### src/rtl/operand_tf_pkg.sv
// Shared parameters and write-side state encoding for
// the ping-pong operand loader.
package operand_tf_pkg;

    localparam int ELEM_W_DEF     = 8;
    localparam int NUM_ELEM_DEF   = 32;
    localparam int BEAT_ELEMS_DEF = 4;

    typedef enum logic [1:0] {
        W_EMPTY = 2'd0,
        W_FILL  = 2'd1,
        W_STALL = 2'd2
    } w_state_t;

endpackage

### src/rtl/operand_tf_bank.sv
// One vector bank: writes a beat into its lane group and
// optionally zeroes every other lane in the same cycle.
module operand_tf_bank #(
    parameter int ELEM_W     = 8,
    parameter int NUM_ELEM   = 32,
    parameter int BEAT_ELEMS = 4,
    parameter int SEL_W      = 3
) (
    input  logic                           clk,
    input  logic                           we,
    input  logic                           clr_others,
    input  logic [SEL_W-1:0]               sel,
    input  logic [BEAT_ELEMS*ELEM_W-1:0]   wdata,
    output logic [NUM_ELEM*ELEM_W-1:0]     q
);

    localparam int BEAT_W = BEAT_ELEMS * ELEM_W;

    logic [NUM_ELEM*ELEM_W-1:0] q_nxt;

    always_comb begin
        q_nxt = clr_others ? '0 : q;
        q_nxt[sel*BEAT_W +: BEAT_W] = wdata;
    end

    // Contents are don't-care after reset; full flags gate use.
    always_ff @(posedge clk) begin
        if (we)
            q <= q_nxt;
    end

endmodule

### src/rtl/operand_tf_loader.sv
// Assembles beats into full operand vectors in two ping-pong
// banks and hands them to the transformer with valid/ready.
module operand_tf_loader
    import operand_tf_pkg::*;
#(
    parameter int ELEM_W     = ELEM_W_DEF,
    parameter int NUM_ELEM   = NUM_ELEM_DEF,
    parameter int BEAT_ELEMS = BEAT_ELEMS_DEF
) (
    input  logic                           clk,
    input  logic                           rst_n,
    input  logic                           flush,
    input  logic                           s_valid,
    output logic                           s_ready,
    input  logic [BEAT_ELEMS*ELEM_W-1:0]   s_data,
    input  logic                           s_last,
    output logic                           m_valid,
    input  logic                           m_ready,
    output logic [NUM_ELEM*ELEM_W-1:0]     m_data,
    output logic                           err_overrun
);

    localparam int BEATS = NUM_ELEM / BEAT_ELEMS;
    localparam int CNT_W = (BEATS > 1) ? $clog2(BEATS) : 1;
    localparam logic [CNT_W-1:0] LAST_BEAT = CNT_W'(BEATS - 1);

    w_state_t         w_state;
    logic             wr_bank;
    logic             rd_bank;
    logic [1:0]       full;
    logic [1:0]       full_nxt;
    logic [CNT_W-1:0] beat_cnt;
    logic [CNT_W-1:0] cnt_nxt;
    logic             wr_nxt;
    logic             accept;
    logic             handoff;
    logic             at_end;
    logic             commit;

    logic [NUM_ELEM*ELEM_W-1:0] bank_q [2];

    // STALL is registered from next-state full[wr_bank].
    assign s_ready = rst_n && !flush && (w_state != W_STALL);
    assign m_valid = rst_n && !flush && full[rd_bank];
    assign m_data  = bank_q[rd_bank];

    assign accept  = s_valid && s_ready;
    assign handoff = m_valid && m_ready;
    assign at_end  = (beat_cnt == LAST_BEAT);
    assign commit  = accept && (s_last || at_end);

    always_comb begin
        full_nxt = full;
        if (handoff)
            full_nxt[rd_bank] = 1'b0;
        if (commit)
            full_nxt[wr_bank] = 1'b1;
        wr_nxt  = wr_bank ^ commit;
        cnt_nxt = beat_cnt;
        if (commit)
            cnt_nxt = '0;
        else if (accept)
            cnt_nxt = beat_cnt + 1'b1;
    end

    for (genvar b = 0; b < 2; b++) begin : g_bank
        operand_tf_bank #(
            .ELEM_W     (ELEM_W),
            .NUM_ELEM   (NUM_ELEM),
            .BEAT_ELEMS (BEAT_ELEMS),
            .SEL_W      (CNT_W)
        ) u_bank (
            .clk        (clk),
            .we         (accept && (wr_bank == 1'(b))),
            .clr_others (beat_cnt == '0),
            .sel        (beat_cnt),
            .wdata      (s_data),
            .q          (bank_q[b])
        );
    end

    always_ff @(posedge clk) begin
        if (!rst_n || flush) begin
            w_state     <= W_EMPTY;
            wr_bank     <= 1'b0;
            rd_bank     <= 1'b0;
            full        <= 2'b00;
            beat_cnt    <= '0;
            err_overrun <= 1'b0;
        end else begin
            full        <= full_nxt;
            wr_bank     <= wr_nxt;
            rd_bank     <= rd_bank ^ handoff;
            beat_cnt    <= cnt_nxt;
            err_overrun <= accept && at_end && !s_last;
            case (w_state)
                W_EMPTY, W_FILL: begin
                    if (full_nxt[wr_nxt])
                        w_state <= W_STALL;
                    else if (cnt_nxt == '0)
                        w_state <= W_EMPTY;
                    else
                        w_state <= W_FILL;
                end
                W_STALL: begin
                    if (!full_nxt[wr_bank])
                        w_state <= W_EMPTY;
                end
                default: w_state <= W_EMPTY;
            endcase
        end
    end

endmodule

### config.mk
export PLATFORM = sky130hd
export DESIGN_NAME = operand_tf_loader
export DESIGN_NICKNAME = d
export VERILOG_FILES = /design/src/rtl/operand_tf_pkg.sv /design/src/rtl/operand_tf_bank.sv /design/src/rtl/operand_tf_loader.sv
export SDC_FILE = /design/constraint.sdc
export NUM_CORES = 1
export LEC_CHECK = 0
export ABC_AREA = 1
export BUFFER_PORTS_ARGS = -buffer_cell sky130_fd_sc_hd__buf_2
export CORE_UTILIZATION = 55
export CTS_CLUSTER_DIAMETER = 60
export DETAILED_ROUTE_END_ITERATION = 16
export PLACE_DENSITY = 0.76
export REMOVE_ABC_BUFFERS = 1
export SETUP_SLACK_MARGIN = 0.3
export SYNTH_ARGS = -nofsm -noshare
export SYNTH_HDL_FRONTEND = slang
export SYNTH_SLANG_ARGS = --single-unit
### constraint.sdc
create_clock -name clk -period 6.6 [get_ports clk]
set_input_delay 0.33 -clock clk [delete_from_list [all_inputs] [get_ports clk]]
set_output_delay 0.33 -clock clk [all_outputs]
set_load 0.02 [all_outputs]
Yosys cells after proc, flatten, opt, wreduce, memory -nomap -nowiden
Index checks and enable logic that the tools add are counted.
- register bits: 522
- input port bits: 38
- output and inout bits: 259
- word-level logic and storage cells: 76
- add/subtract/negate cells: 2
- $lt $le $gt $ge: 6
- equality and inequality tests: 5
- shift-type cells: 2
- muxes and demuxes: 25
- bitwise logic cells: 7
- reductions and logical operators: 21
- operator list (kind ; count):
    $mux W256 ; 5
    $bwmux W256 ; 2
    $shift A32 B34 Y256 const A ; 1
    $shiftx A32 B34 Y256 ; 1
    $neg A8 Y34 ; 1
    $logic_and A1 B1 Y1 ; 12
    $mux W1 ; 9
    $mux W2 ; 4
    $logic_not A3 Y1 ; 2
    $lt A1 B2 Y1 const B ; 3
    $mux W3 ; 2
    $ne A2 B2 Y1 const B ; 2
    $pmux W2 S2 ; 1
    $add A3 B1 Y3 const B ; 1
    $eq A3 B3 Y1 const B ; 1
    $logic_not A1 Y1 ; 3
    $and A2 B2 Y2 ; 1
    $demux W1 S1 ; 2
    $eq A2 B1 Y1 const B ; 1
    $eq A2 B2 Y1 const B ; 1
    $ge A1 B1 Y1 const B ; 2
    $ge A2 B2 Y1 const B ; 1
    $logic_not A2 Y1 ; 1
    $logic_or A1 B1 Y1 ; 2
    other kinds (6) ; 7

Depth between registers and ports, before layout
- depth in word-level cells: 13
- depth in mapped cells: 11
- depth with buffers taken out: 10

By module
Synthesis repeated with hierarchy kept, for this count alone.
- cells, all modules: 2247
- area total of the unflattened synthesis: 22535.4 µm²
- by module, submodules not included (module ; times used ; cells each ; area an instance (µm²) ; seq. area each (µm²)):
    operand_tf_bank at g_bank[0].u_bank ; 1 ; 676 ; 9389.0 ; 7687.4
    operand_tf_bank at g_bank[1].u_bank ; 1 ; 658 ; 9357.7 ; 7687.4
    operand_tf_loader ; 1 ; 913 ; 3788.6 ; 200.2

Worst setup path before layout
No wires, ideal clock.
- path kind: reg2reg
- start point: register, netlist name beat_cnt[0]
- end point: register g_bank[0].u_bank.q[0], enable pin
- setup time: 0.432 ns
- arrival: 3.357 ns
- required time: 6.168 ns
- slack: 2.811 ns
- stages on the path, launching flop included: 10
- path buffers: 3
- period minus slack after synthesis: 3.789 ns
- cell sequence: dfxtp_1 > buf_4 > inv_2 > buf_2 > ha_1 > ha_1 > inv_1 > nand3_2 > buf_4 > a21oi_1
- RTL lines (item ; line ; source):
    end signal: assignment ; operand_tf_bank.sv:29 ; q <= q_nxt;
    end: declaration ; operand_tf_bank.sv:14 ; output logic [NUM_ELEM*ELEM_W-1:0] q

==> metrics.log <==
[metrics] largest area contributor in the synthesized netlist: sky130_fd_sc_hd__edfxtp_1
[metrics] Inserted Clock Buffers: 50
[metrics] Antenna Violating Nets Remaining: 0
[metrics] slowest stage cell on the critical path: sky130_fd_sc_hd__a21oi_4
[metrics] clock buffer depth: 3
[metrics] total internal power: 5.257 mW
[metrics] worst setup timing slack at the placement stage: 1.855 ns
[metrics] number of sinks on the clock net: 522
[metrics] Peak supply drop: 0.0001931 V
[metrics] wire length of the first global-routing pass: 77.60 mm
[metrics] final total power: 6.651 mW
[metrics] Hold Crit Depth: 4
[metrics] Critical Path RT: 6.78 ns
[metrics] vias: 14230
[metrics] total gr overflow: 0
[metrics] horizontal die dimension: 198.7 µm
[metrics] half-perimeter wire length after detailed placement: 34.36 mm
[metrics] Most common cell on crit path: sky130_fd_sc_hd__ha_1
[metrics] number of antenna violations at the first check in global routing: 2
[metrics] Clock power frac: 41.2%
[metrics] drt total wl: 52.55 mm
[metrics] Cell Chain, Critical Path: inv_2 > ha_1 > ha_1 > nand3_2 > or2_4 > a21oi_4
[metrics] CTS clk-pin slew, worst paths: 0.06 ns
[metrics] startpoint of the worst register-to-register path: beat_cnt[0]
[metrics] worst-path fanout max: 37
[metrics] area of the core: 37840 µm²
[metrics] sequential share of power: 54.9%
[metrics] logic gate share of total power: 3.9%
[metrics] summed instance area of the synthesized netlist: 21270 µm²
[metrics] Global Route Usage Sum: 26.59%
[metrics] proportion of layout cells with a drive suffix above 1: 22.04%
[metrics] floorplan die area: 39470 µm²
[metrics] distinct cell type count after synthesis: 28
[metrics] number of synthesized register bits: 522
[metrics] floorplan row count: 71
[metrics] Buffers on Ports: 296
[metrics] CP max stage delay: 0.97 ns
[metrics] via count of the first global-routing pass: 13700
[metrics] capturing element type of the critical path: register
[metrics] number of enable flip-flop cells after synthesis: 512
[metrics] cells after synthesis: 1820
[metrics] end of the worst hold path: rd_bank
[metrics] cells taking the most area after synthesis: sky130_fd_sc_hd__edfxtp_1 (72%), sky130_fd_sc_hd__nand2_1 (14%), sky130_fd_sc_hd__nor2_1 (3.7%)
[metrics] slew margin rel.: 16.28%
[metrics] num ports: 297
[metrics] sequential cell area fraction in the yosys report: 73.22%
[metrics] utilization after layout: 65.43%
[metrics] minimum setup slack among reg-to-reg paths: 1.85 ns
[metrics] share of the clock period used by the worst path after layout: 72.03%
[metrics] kind of cell adding the most delay to the critical path: simple AND/OR/NAND/NOR gates
[metrics] worst hold-check slack: 0.07909 ns
[metrics] Setup Fix Bufs, Post-CTS: 0
[metrics] Max Clock Freq: 210.3 MHz
[metrics] time the worst path needs with I/O delays and setup: 4.754 ns
[metrics] data arrival at the endpoint of the critical path: 4.93 ns
[metrics] post-detailed-route wirelength per cell: 19.95 µm
[metrics] setup slack after layout: 1.846 ns
[metrics] setup repair after global routing missed its margin: no
[metrics] Buf+Inv Stages, Crit Path: 1
[metrics] FF-to-FF End: g_bank[0].u_bank.q[144]
[metrics] switching share of total power: 20.95%
[metrics] dominant synthesized flop cell: sky130_fd_sc_hd__edfxtp_1
[metrics] final clock skew: 0.01691 ns
[metrics] start point of the worst min-delay path: m_ready
[metrics] power density over the cells: 268.6 nW/µm²
[metrics] number of hold violations in the final report: 0
[metrics] number of violations reported at the end of detailed-routing iteration 0: 1333
[metrics] crit start category: register
[metrics] initial core utilization: 56.21%
[metrics] proportion of netlist area held by the largest area contributor: 72.28%
[metrics] slew at the pin closest to its max-slew limit: 1.253 ns
[metrics] clock tree from TritonCTS: done
[metrics] leading cell types in the layout, fill and taps excluded: sky130_fd_sc_hd__nand2_1 (792), sky130_fd_sc_hd__edfxtp_1 (512), sky130_fd_sc_hd__buf_2 (296)
[metrics] final count of pins violating max slew: 0
[metrics] number of vias per cell after detailed routing: 5.404
[metrics] class of the worst hold path: input port to register
[metrics] Synth-to-Final Area Change: 16.41%
[metrics] # fillers: 2795
[metrics] number of setup violations in the final report: 0
[metrics] Root Driver: sky130_fd_sc_hd__clkbuf_16
[metrics] H-tree levels: 2
[metrics] Sum Neg Setup Slack: 0 ns
[metrics] result of the run: complete, no violations
[metrics] RePlAce Congestion: 0.8483
[metrics] crit path kind: register to register
[metrics] largest net degree at the start of global routing: 182
[metrics] Inserted Diodes: 0
[metrics] count of yosys warnings during synthesis: 0
[metrics] worst r2r path cells: 6
[metrics] async set or reset register ratio after synthesis: 0%
[metrics] y dimension of the die: 198.7 µm
[metrics] Mapped Avg Cell Area: 11.69 µm²
[metrics] nets: 2126
[metrics] First-pass DRT Iterations: 6
[metrics] # DRC: 0
[metrics] Lkg Pwr: 10.49 nW
[metrics] clock insertion delay at the later pin of the skew report: 0.57 ns
[metrics] CTS-repair resized insts: 0
[metrics] reported max-cap violation count: 0
[metrics] net load switching power: 1.393 mW
[metrics] most common library cell in the layout ignoring fill and taps: sky130_fd_sc_hd__nand2_1
## worst min-delay path, stage by stage
cell	delay, ns
sky130_fd_sc_hd__buf_2	0.11
sky130_fd_sc_hd__nand2_1	0.05
sky130_fd_sc_hd__nand2_1	0.05
sky130_fd_sc_hd__a21oi_1	0.05
## metal layers
| metal | share of wire (%) | vias up | global-route usage, % |
|---|---|---|---|
| met5 | 0.017 | - | 0 |
| met4 | 2.6 | 2 | 7.892 |
| met3 | 9.4 | 99 | 4.764 |
| met2 | 49 | 660 | 44.44 |
| met1 | 39 | 6862 | 35.73 |
| li1 | - | 6610 | - |
## sequential cells by signal, summed over array words and instances, names as in the netlist
| register | cells |
|---|---|
| beat_cnt | 3 |
| err_overrun | 1 |
| full | 2 |
| g_bank.u_bank.q | 512 |
| rd_bank | 1 |
| w_state | 2 |
| wr_bank | 1 |
## worst max path at each step
stage / start / to / slack (ns) / depth (start not counted)
2_1_floorplan: rd_bank / rd_bank / -2.81 / 6
3_3_place_gp: beat_cnt[0] / g_bank[1].u_bank.q[156] / 1.96 / 6
3_5_place_dp: beat_cnt[0] / g_bank[0].u_bank.q[133] / 1.85 / 6
4_1_cts: beat_cnt[0] / g_bank[0].u_bank.q[130] / 1.87 / 6
5_1_grt: beat_cnt[0] / g_bank[0].u_bank.q[130] / 1.48 / 6
6_report: beat_cnt[0] / g_bank[0].u_bank.q[144] / 1.85 / 6
## synthesized netlist by cell type (4+ instances only)
cell	number
sky130_fd_sc_hd__nor2_4	32
sky130_fd_sc_hd__clkbuf_1	51
sky130_fd_sc_hd__nor3b_1	4
sky130_fd_sc_hd__nor3b_2	28
sky130_fd_sc_hd__buf_1	8
sky130_fd_sc_hd__ha_1	5
sky130_fd_sc_hd__buf_2	32
sky130_fd_sc_hd__a21oi_1	20
sky130_fd_sc_hd__inv_1	15
sky130_fd_sc_hd__edfxtp_1	512
sky130_fd_sc_hd__dfxtp_1	10
sky130_fd_sc_hd__nand3_1	73
sky130_fd_sc_hd__nand2_1	793
sky130_fd_sc_hd__nor2_1	211
sky130_fd_sc_hd__nand4_1	4
## cells by family after synthesis
| logic type | after synthesis | share of synthesized area [%] |
|---|---|---|
| DFF | 522 | 73.22 |
| and+or+nand+nor | 1151 | 23.26 |
| buffers and inverters | 118 | 2.641 |
| AOI/OAI and AO/OA | 24 | 0.5824 |
| adders and majority gates | 5 | 0.2941 |
## power groups by stage
stage	Combinational (mW)	Clock, mW	Sequential [mW]
final	0.259	2.74	3.65
after global routing	0.276	2.89	3.65
after CTS	0.260	2.76	3.65
after detailed placement	0.257	0	3.72
after global placement	0.252	0	3.72
after floorplan	0.148	0	3.72
## metrics by stage
| stage | area (µm²) | cells |
|---|---|---|
| after floorplan | 20780 | 1721 |
| after global placement | 23190 | 2541 |
| after detailed placement | 23190 | 2541 |
| after CTS | 24760 | 2634 |
| after global routing | 24760 | 2634 |
| final | 24760 | 2634 |
## timing repair
action,4_1_cts,5_1_grt
endpoints found under the setup margin,0,0
hold endpoints to repair,1,0
hold buffers,1,0
## area by class of cell
cell class / count / area, µm² / share of cell area, %
repair buffers: 310 / 1589 / 6.417
multi-input cells: 1180 / 5313 / 21.45
inverters: 19 / 78.83 / 0.3183
clock buffers: 58 / 1323 / 5.341
flip-flops and latches: 522 / 15580 / 62.92
well taps: 511 / 639.4 / 2.582
clock inverters: 34 / 240.2 / 0.9701
Note: power is estimated with default switching activity, not from simulation.
